==> config.mk <==
export PLATFORM = sky130hd
export DESIGN_NAME = dmem_access_ctrl
export DESIGN_NICKNAME = d
export VERILOG_FILES = /design/src/rtl/y86_pkg.sv /design/src/rtl/dmem_op_decode.sv /design/src/rtl/dmem_access_ctrl.sv
export SDC_FILE = /design/constraint.sdc
export NUM_CORES = 1
export LEC_CHECK = 0
export CORE_AREA = 10 10 172 174
export CTS_CLUSTER_DIAMETER = 30
export CTS_CLUSTER_SIZE = 12
export DETAILED_ROUTE_END_ITERATION = 6
export DIE_AREA = 0 0 182 184
export GPL_ROUTABILITY_DRIVEN = 0
export PLACE_DENSITY = 0.76
export SETUP_SLACK_MARGIN = 0.2
export SLEW_MARGIN = 15
export SYNTH_ARGS = -nofsm -noshare
export SYNTH_HDL_FRONTEND = slang
export SYNTH_SLANG_ARGS = --single-unit
==> constraint.sdc <==
create_clock -name clk -period 2.2 [get_ports clk]
set_clock_uncertainty 0.1 [all_clocks]
set_input_delay 0.44 -clock clk [delete_from_list [all_inputs] [get_ports clk]]
set_output_delay 0.44 -clock clk [all_outputs]
set_load 0.02 [all_outputs]
==> src/rtl/y86_pkg.sv <==
// y86_pkg: shared Y86-64 icode constants, word type and memory-stage FSM states
package y86_pkg;
   localparam logic [3:0] ICODE_RMMOVQ = 4'h4;
   localparam logic [3:0] ICODE_MRMOVQ = 4'h5;
   localparam logic [3:0] ICODE_CALL   = 4'h8;
   localparam logic [3:0] ICODE_RET    = 4'h9;
   localparam logic [3:0] ICODE_PUSHQ  = 4'hA;
   localparam logic [3:0] ICODE_POPQ   = 4'hB;
   typedef logic [63:0] word_t;
   typedef enum logic [1:0] {S_IDLE, S_REQ, S_WAIT_RESP, S_DONE} state_t;
endpackage

==> src/rtl/dmem_op_decode.sv <==
// dmem_op_decode: maps an icode and its operands to one data-memory transaction
module dmem_op_decode
   import y86_pkg::*;
(
   input  logic [3:0]  icode,
   input  logic [63:0] valA,
   input  logic [63:0] valE,
   input  logic [63:0] valP,
   output logic        is_mem,
   output logic        is_write,
   output logic [63:0] addr,
   output logic [63:0] wdata
);
   logic is_read;
   assign is_write = icode inside {ICODE_RMMOVQ, ICODE_CALL, ICODE_PUSHQ};
   assign is_read  = icode inside {ICODE_MRMOVQ, ICODE_RET, ICODE_POPQ};
   assign is_mem   = is_write || is_read;
   // ret/popq read through the stack pointer carried in valA
   assign addr     = (icode == ICODE_RET || icode == ICODE_POPQ) ? valA : valE;
   assign wdata    = (icode == ICODE_CALL) ? valP : valA;
endmodule

==> src/rtl/dmem_access_ctrl.sv <==
// dmem_access_ctrl: Y86-64 memory-stage initiator driving a valid/ready data-memory port
module dmem_access_ctrl
   import y86_pkg::*;
#(
   parameter int MEM_WORDS = 1024,
   parameter int TIMEOUT   = 16
) (
   input  logic        clk,
   input  logic        rst_n,
   input  logic        start,
   input  logic [3:0]  icode,
   input  logic [63:0] valA,
   input  logic [63:0] valE,
   input  logic [63:0] valP,
   output logic        busy,
   output logic        done,
   output logic        error,
   output logic [63:0] valM,
   output logic        req_valid,
   output logic        req_write,
   output logic [63:0] req_addr,
   output logic [63:0] req_wdata,
   input  logic        req_ready,
   input  logic        resp_valid,
   input  logic [63:0] resp_rdata,
   input  logic        resp_err
);
   localparam int CW = $clog2(TIMEOUT + 1);
   state_t         state, state_nx;
   logic [CW-1:0]  cnt;
   logic           is_mem, is_write, in_range, go_req, timed_out;
   word_t          addr, wdata;
   dmem_op_decode u_decode (
      .icode    (icode),
      .valA     (valA),
      .valE     (valE),
      .valP     (valP),
      .is_mem   (is_mem),
      .is_write (is_write),
      .addr     (addr),
      .wdata    (wdata)
   );
   assign in_range  = addr < 64'(MEM_WORDS);
   assign go_req    = is_mem && in_range;
   assign timed_out = cnt == CW'(TIMEOUT - 1);
   assign busy      = state != S_IDLE;
   assign done      = state == S_DONE;
   assign req_valid = state == S_REQ;
   always_ff @(posedge clk or negedge rst_n) begin
      if (!rst_n) state <= S_IDLE;
      else        state <= state_nx;
   end
   always_comb begin
      state_nx = state;
      case (state)
         S_IDLE:      state_nx = !start ? S_IDLE : go_req ? S_REQ : S_DONE;
         S_REQ:       state_nx = req_ready ? S_WAIT_RESP : S_REQ;
         S_WAIT_RESP: state_nx = (resp_valid || timed_out) ? S_DONE : S_WAIT_RESP;
         default:     state_nx = S_IDLE;
      endcase
   end
   always_ff @(posedge clk or negedge rst_n) begin
      if (!rst_n) begin
         error     <= 1'b0;
         valM      <= '0;
         req_write <= 1'b0;
         req_addr  <= '0;
         req_wdata <= '0;
         cnt       <= '0;
      end else begin
         case (state)
            S_IDLE: if (start) begin
               error <= is_mem && !in_range;
               if (go_req) begin
                  req_write <= is_write;
                  req_addr  <= addr;
                  req_wdata <= wdata;
               end
            end
            S_REQ: cnt <= '0;
            S_WAIT_RESP: begin
               cnt <= cnt + CW'(1);
               // a response arriving on the timeout edge still wins
               if (resp_valid) begin
                  error <= resp_err;
                  if (!resp_err && !req_write) valM <= resp_rdata;
               end else if (timed_out) error <= 1'b1;
            end
            default: error <= 1'b0;
         endcase
      end
   end
endmodule

# Word-level counts from Yosys, hierarchy flattened
# Cells that the tools add are included.
dict set report word_totals {
  n_memories 0
  ram_bits 0
  mem_bits_ro 0
  output_inout_bits 197
  latch_bits 0
  regBits 201
}
dict set report op_classes {
  order_cmp 1
  add_sub_neg 1
  n_div 0
  bitwise_logic 1
  multipliers 0
  shift 0
  eq_ne 12
  reduce_logical 17
  n_mux 12
}
# operator n
set op_table {}
lappend op_table {{$mux W64} 2}
lappend op_table {{$lt A64 B11 Y1 const B} 1}
lappend op_table {{$eq A4 B4 Y1 const B} 4}
lappend op_table {{$pmux W5 S2} 1}
lappend op_table {{$reduce_and A3 Y1} 3}
lappend op_table {{$eq A4 B3 Y1 const B} 2}
lappend op_table {{$mux W2} 3}
lappend op_table {{$pmux W2 S3} 1}
lappend op_table {{$reduce_bool A3 Y1} 2}
lappend op_table {{$add A5 B1 Y5 const B} 1}
lappend op_table {{$eq A5 B4 Y1 const B} 1}
lappend op_table {{$eq A2 B2 Y1 const B} 2}
lappend op_table {{$mux W1} 4}
lappend op_table {{$reduce_bool A2 Y1} 2}
lappend op_table {{$logic_and A1 B1 Y1} 3}
lappend op_table {{$logic_not A1 Y1} 3}
lappend op_table {{$logic_or A1 B1 Y1} 3}
lappend op_table {{$ne A3 B3 Y1 const B} 1}
lappend op_table {{$pmux W1 S3} 1}
lappend op_table {{$eq A2 B1 Y1 const B} 1}
lappend op_table {{$logic_not A2 Y1} 1}
lappend op_table {{$ne A2 B2 Y1 const B} 1}
lappend op_table {{$not A1 Y1} 1}

# Longest topological paths before layout
# Gate-level depths: netlist of run 1.
dict set report depth {
  ltp_word 8
  depth_mapped 8
  ltp_nobuf 7
}

# By module
# Synthesis of run 1 repeated with hierarchy kept, for this count alone.
dict set report unflattened {
  cells_unflattened 635
  area_unflattened_um2 9504.1
}
# mod seq_area_each_um2 area_each_um2 n_inst cells_each
set by_module_without_submodules {}
lappend by_module_without_submodules {dmem_access_ctrl 5029.8 7576.0 1 487}
lappend by_module_without_submodules {dmem_op_decode 0.0 1928.1 1 148}

# Worst setup path after synthesis of run 1
# Ideal clock, no wire load.
dict set report synth_path {
  path_kind {input-to-reg}
  start {in valE[56]}
  end {reg req_addr[0]}
  path_slack_ns 0.037
  stages 8
  n_path_buf 2
  arrival_time_ns 1.938
  setup_ns 0.125
  cell_sequence {nor4_1 > nand4_1 > nor3b_1 > o22ai_1 > nor3_2 > buf_4 > buf_6 > mux2_2}
}
dict set report synth_via {
  elab_chain_cells 4
}
# element line_no
set synth_lines {}
lappend synth_lines {{start: declaration} dmem_access_ctrl.sv:13} ;# input logic [63:0] valE,
lappend synth_lines {{$mux W64} dmem_op_decode.sv:19} ;# assign addr = (icode == ICODE_RET || icode == ICODE_POPQ) ? valA : valE;
lappend synth_lines {{$lt A64 B11 Y1} dmem_access_ctrl.sv:43} ;# assign in_range = addr < 64'(MEM_WORDS);
lappend synth_lines {{$logic_and A1 B1 Y1} dmem_access_ctrl.sv:44} ;# assign go_req = is_mem && in_range;
lappend synth_lines {{$reduce_and A3 Y1 (no source line)} n/a}
lappend synth_lines {{end signal: assignment} dmem_access_ctrl.sv:76} ;# req_addr <= addr;
lappend synth_lines {{end: declaration} dmem_access_ctrl.sv:21} ;# output logic [63:0] req_addr,
# No other way between the ends.
# A chain may end at the register's enable or synchronous reset.

# Worst setup path after layout of run 1
dict set report layout_path {
  start {in valA[42]}
  end {reg req_wdata[56]}
}
dict set report layout_via {
  elab_chain_cells 4
}
# element line_no
set layout_lines {}
lappend layout_lines {{start: declaration} dmem_access_ctrl.sv:12} ;# input logic [63:0] valA,
lappend layout_lines {{$mux W64} dmem_op_decode.sv:19}
lappend layout_lines {{$lt A64 B11 Y1} dmem_access_ctrl.sv:43}
lappend layout_lines {{$logic_and A1 B1 Y1} dmem_access_ctrl.sv:44}
lappend layout_lines {{$reduce_and A3 Y1 (no source line)} n/a}
lappend layout_lines {{end signal: assignment} dmem_access_ctrl.sv:77} ;# req_wdata <= wdata;
lappend layout_lines {{end: declaration} dmem_access_ctrl.sv:22} ;# output logic [63:0] req_wdata,
# No other way between the ends.

==> results.toml, run 1 <==
[outcome]
status = "finished with violations"
violations = "setup timing"

[cts]
h-tree-depth = 2
clock_latency_ps = 520
clockRootBuffer = "clkbuf_16"
cts_tree = "done"
ctsLongestPathBuffers = 3
clk_pin_slew_ps = 50
cts_buffers = 46
clock-sinks = 201

[worst_setup_path]
crit_fanout = 7
critical_path_buf_inv_count = 6
critPathArrivalTime_ps = 2570
max_stage_delay_ps = 310
worst_setup_path_start_kind = "input port"
r2r_cells = 9
critPathTopFamily = "simple AND/OR/NAND/NOR gates"
endpoint_kind = "register"
worst-path-stages = 12
slowest_stage = "mux2_4"
crit_type = "in2reg"
path_cells = "buf_4, nor4_4, buf_4, nand4_1, nor3_4, o22ai_4, nor3_4, buf_12, buf_6, buf_8, buf_12, mux2_4"
worstPathRequired_ps = 2500

[drt]
vias = 7360
ant_nets = 0
via_per_inst = 4.70
drc = 0
firstDrtPassIters = 4
post_drt_wl_per_cell_um = 23.4
wl_mm = 36.7
drt_iter0_drc = 295

[floorplanning]
die_h_um = 184
row_count = 59
initial_core_util = 0.329
dieArea_mm2 = 0.0335
ios = 463
fp.dieW_um = 182
coreArea_mm2 = 0.0259

[global_route]
grt_use_total = 0.206
grt_pass1_wl_mm = 53.2
grt-ovfl-total = 0
antenna_found_initial = 3
grt_max_degree = 59
first_global_vias = 8358

[synth]
synthCells = 591
synthTopCellsByArea = "dfrtp_1 (59%), mux2_2 (28%), nor2b_1 (4.0%), nor4_1 (1.9%), buf_6 (0.93%)"
synth.distinct_cells = 31
syn_nets = 863
ys_seq_area_frac = 0.590
synth_top_cell_area_share = 0.590
synth-edff-count = 0
syn_area_mm2 = 0.00852
avgSynthCellArea_um2 = 14.4
ys_seq_elements = 201
netlist.top_cell.by_area = "dfrtp_1"
async_flop_share = 1.00
ys.flop_type = "dfrtp_1"
yosys_warnings = 0

[timing]
finalSetupTns_ps = -4270
period_share = 1.04
max_freq_ghz = 0.439
slew_viol_final = 0
setup_violations = 110
max_slew_margin = 0.715
worst_pin_slew_ps = 427
layout_setup_ws_ps = -77.6
hold_viol = 0
layout_min_cycle_time_ps = 2280
rsz0062_at_grt = "true"

[finish]
layout_commonest_cell = "dlygate4sd2_1"
mostFrequentLayoutCells = "dlygate4sd2_1 (227), dfrtp_1 (200), clkdlybuf4s50_1 (162), mux2_2 (138), mux2_4 (74)"
drive_gt1_frac = 0.435
layout.nets = 1463
area_growth_pct = 98.3

[pwr]
ir_worst_vdd_mv = 0.633
p_leak_nw = 8.63
power.density_mw_per_mm2 = 721
total_power_mw = 12.2

[run]
cap_violations = 0

[placement]
dp_hpwl_mm = 27.2
port-buffer-count = 462

[worst_hold_path]
hp-class = "in2reg"
min_path_cells = 3
==> path summary, 6_finish.rpt <==
path | from | slack (ps) | endpoint
worst max register to register | state[0]$_DFF_PN0_ | 40 | req_wdata[56]$_DFFE_PN0P_
worst min register to register | req_addr[34]$_DFFE_PN0P_ | 390 | req_addr[34]$_DFFE_PN0P_
min in group asynchronous | rst_n | 340 | req_wdata[54]$_DFFE_PN0P_
worst min-delay path | valA[40] | 210 | req_wdata[40]$_DFFE_PN0P_
worst max-delay path | valA[42] | -80 | req_wdata[56]$_DFFE_PN0P_
max in group asynchronous | rst_n | 1000 | valM[8]$_DFFE_PN0P_
==> logic make-up after synthesis <==
| group | count (synthesis) | synth area share |
|---|---|---|
| AOI/OAI and AO/OA | 14 | 0.00955 |
| buffers and inverters | 40 | 0.0261 |
| muxes | 215 | 0.284 |
| DFF | 201 | 0.590 |
| adders and majority gates | 6 | 0.00881 |
| and+or+nand+nor | 115 | 0.0814 |
==> metrics by stage <==
step / util / instance area (µm²) / setup WS (ps) / std cells / hold WS [ps]
after floorplan: - / 8560 / 50.0 / 591 / 44.4
after global placement: 0.546 / 14100 / -1090 / 1431 / 318
after detailed placement: 0.546 / 14100 / -1110 / 1431 / 324
after CTS: 0.638 / 16500 / -120 / 1551 / 196
after global routing: 0.652 / 16900 / -155 / 1566 / 199
final: 0.652 / 16900 / -77.6 / 1566 / 208
==> routing by layer <==
layer | part of all wire | global-route usage | wire [µm] | vias up
li1 | - | - | - | 3338
met1 | 0.36 | 0.219 | 13400 | 3681
met2 | 0.54 | 0.378 | 19800 | 294
met3 | 0.077 | 0.0663 | 2820 | 47
met4 | 0.021 | 0.0631 | 755 | 0
met5 | 0 | 0 | 0 | -
==> power by group <==
group	internal [mW]	total, mW	switching (mW)	leakage, nW
clock network	4.89	7.10	2.21	0.777
logic	0.724	1.30	0.575	5.05
registers	3.75	3.78	0.0318	2.80
==> worst min-delay path: cells and delay by family <==
kind | cells | cell delay, ps
buffers and inverters | 1 | 80
muxes | 2 | 270
==> repair_timing <==
item	4_1_cts	5_1_grt
gates resized for setup	578	100
cloned	10	1
setup endpoints to repair	328	132
pin swaps	31	24
buffers inserted	24	11
hold endpoints to repair	40	0
hold buffers	1	0
==> cells in the mapped netlist (5+ instances only) <==
master	instances
o21ai_0	5
nand2_1	8
buf_2	13
nor2b_1	55
clkbuf_1	9
buf_6	7
dfrtp_1	201
nand4_1	6
inv_1	9
nor2_1	5
mux2_2	212
nor4_1	26
ha_1	6
==> final cells by class <==
| class | instances | area (µm²) |
|---|---|---|
| Clock buffer | 55 | 1250 |
| Timing Repair Buffer | 583 | 5710 |
| Tap cell | 335 | 419 |
| Antenna cell | 3 | 7.51 |
| Sequential cell | 201 | 5030 |
| Fill cell | 1908 | 9010 |
| Clock inverter | 30 | 393 |
| Inverter | 9 | 33.8 |
| Multi-Input combinational cell | 350 | 4060 |
==> flip-flops by register name, summed over array words and instances, names as in the netlist <==
register   cells
req_addr      64
req_wdata     64
valM          64
cnt            5
state          2
error          1
req_write      1
Power figures use the tool's default switching activity.
==> run 2, diff against run 1 <==
--- a/config.mk
+++ b/config.mk
@@ -11,7 +11,7 @@
 export DETAILED_ROUTE_END_ITERATION = 6
 export DIE_AREA = 0 0 182 184
 export GPL_ROUTABILITY_DRIVEN = 0
-export PLACE_DENSITY = 0.76
+export PLACE_DENSITY = 0.73
 export SETUP_SLACK_MARGIN = 0.2
 export SLEW_MARGIN = 15
 export SYNTH_ARGS = -nofsm -noshare
==> constraint.sdc (replaced) <==
create_clock -name clk -period 2.9 [get_ports clk]
set_clock_uncertainty 0.1 [all_clocks]
set_input_delay 0.58 -clock clk [delete_from_list [all_inputs] [get_ports clk]]
set_output_delay 0.58 -clock clk [all_outputs]
set_load 0.02 [all_outputs]
==> run 2 against run 1 <==
Effect of this change:
- the run now ends clean
- hold slack improved by 190 ps
- flip-flop and latch count did not move
- die area unchanged
- power fell by 26%
- global-route usage shrank 1.7 points
- cell count decreased by 4.4%
- sequential share of layout area rose by 2.3 points
- worst setup slack gained 380 ps
- critical path depth shrank 2
- final area shrank 7.3%
- critical path type unchanged
- largest cell class unchanged
- largest power group unchanged
==> results.toml, run 2 (synthesis results as in run 1) <==
[outcome]
status = "completed"

[drt]
post_drt_wl_per_cell_um = 22.1
firstDrtPassIters = 4
via_per_inst = 4.64
drt_iter0_drc = 327
drc = 0
ant_nets = 0
wl_mm = 33.1
vias = 6940

[global_route]
grt-ovfl-total = 0
first_global_vias = 7869
grt_use_total = 0.189
antenna_found_initial = 0
grt_max_degree = 65
grt_pass1_wl_mm = 49.2

[timing]
slew_viol_final = 0
layout_min_cycle_time_ps = 2600
max_freq_ghz = 0.385
worst_pin_slew_ps = 551
max_slew_margin = 0.633
setup_violations = 0
hold_viol = 0
timing.hold.ws_ps = 396
period_share = 0.896
rsz0062_at_grt = "false"

[finish]
layout.nets = 1397
layout_commonest_cell = "clkdlybuf4s50_1"
drive_gt1_frac = 0.313
stdcell_count = 1497
multiInputGateArea_mm2 = 0.00337
area_growth_pct = 83.9
mostFrequentLayoutCells = "clkdlybuf4s50_1 (459), mux2_2 (212), dfrtp_1 (201), nor2b_1 (55), clkbuf_16 (47)"
area.sequential_mm2 = 0.00503
nFillCells = 2025
largestRegisters = "req_addr x64, req_wdata x64, valM x64"
antenna_cells = 0

[cts]
cts_tree = "done"
cts_buffers = 46
postCtsSetupBuffers = 0
clock_latency_ps = 530
clock-sinks = 201
h-tree-depth = 2
ctsLongestPathBuffers = 3
clockRootBuffer = "clkbuf_16"
clk_pin_slew_ps = 50

[worst_setup_path]
max_stage_delay_ps = 460
crit_fanout = 8
worst_setup_path_start_kind = "input port"
path_cells = "clkdlybuf4s50_1, nor4_2, buf_4, nand4_1, nor3_2, o22ai_2, nor3_4, buf_12, buf_4, mux2_2"
reg2reg_setup_slack_ps = 770
endpoint_kind = "register"
critPathTopFamily = "buffers and inverters"
r2r_start = "state[0]$_DFF_PN0_"
cp-endpoint = "req_wdata[46]$_DFFE_PN0P_"
slowest_stage = "clkdlybuf4s50_1"
crit_start = "valA[53]"
crit_path_frequent_cell = "buf_4"
worstPathRequired_ps = 3180
critical_path_buf_inv_count = 4
worst-path-stages = 10
crit_type = "in2reg"
r2r_cells = 5
critPathArrivalTime_ps = 2880
r2r_end = "valM[44]$_DFFE_PN0P_"

[floorplanning]
dieArea_mm2 = 0.0335
fp.dieW_um = 182
coreArea_mm2 = 0.0259
row_count = 59
ios = 463
die_h_um = 184
initial_core_util = 0.329

[pwr]
clockPowerShare = 0.583
ir_worst_vdd_mv = 0.718
power_switching_mw = 2.08
p_seq_frac = 0.316
intPower_mw = 6.98
total_power_mw = 9.06
comb_power_share = 0.101
p_leak_nw = 7.07
power.density_mw_per_mm2 = 578
p_sw_frac = 0.229

[run]
cap_violations = 0

[placement]
place_inst = 1411
dp_hpwl_mm = 26.0
port-buffer-count = 462

[worst_hold_path]
hp-class = "reg2reg"
==> run 2: worst min path at each step <==
| stage | startpoint | end | slack (ps) | cells past startpoint |
|---|---|---|---|---|
| final | req_addr[55]$_DFFE_PN0P_ | req_addr[55]$_DFFE_PN0P_ | 400 | 1 |
| after global routing | req_addr[52]$_DFFE_PN0P_ | req_addr[52]$_DFFE_PN0P_ | 410 | 1 |
| after CTS | req_addr[23]$_DFFE_PN0P_ | req_addr[23]$_DFFE_PN0P_ | 400 | 1 |
| after detailed placement | req_addr[46]$_DFFE_PN0P_ | req_addr[46]$_DFFE_PN0P_ | 380 | 1 |
| after global placement | cnt[3]$_DFFE_PN0P_ | cnt[3]$_DFFE_PN0P_ | 370 | 1 |
| after floorplan | rst_n | cnt[0]$_DFFE_PN0P_ | 180 | 0 |
==> run 2: stage by stage <==
step	worst slack, ps	setup TNS, ps	cell area [µm²]	utilization
finish	303	0	15700	0.605
floorplan	597	0	8520	-
CTS	204	0	15600	0.602
global placement	-339	-37950	14000	0.539
global route	162	0	15700	0.605
detailed placement	-355	-38780	14000	0.539
==> run 2: cell type report <==
type,count,share of cell area
tap,335,0.0267
sequential,201,0.321
clock inverter,31,0.0241
clock buffer,54,0.0786
multi-input combinational,350,0.215
inverter,9,0.00216
timing repair buffer,517,0.333
==> run 2: repair_timing <==
| action | CTS | global route |
|---|---|---|
| hold buffers | 1 | 0 |
| hold endpoints to repair | 57 | 0 |
| endpoints found under the setup margin | 45 | 124 |
| pin swaps | 0 | 2 |
| gates resized for setup | 3 | 13 |
==> run 2: power by group through the flow <==
stage / Sequential [mW] / Combinational (mW) / Clock (mW)
floorplan: 2.91 / 0.286 / 0
global placement: 2.91 / 0.898 / 0
detailed placement: 2.91 / 0.905 / 0
CTS: 2.86 / 0.917 / 5.40
global route: 2.87 / 0.985 / 5.53
finish: 2.86 / 0.910 / 5.28
==> run 2: layer usage <==
layer  GRT usage  vias up  routed length (µm)
met4      0.0491        0                 587
li1            -     3199                   -
met1       0.214     3392               12900
met2       0.323      309               16500
met3      0.0778       40                3140
met5           0        -                   0
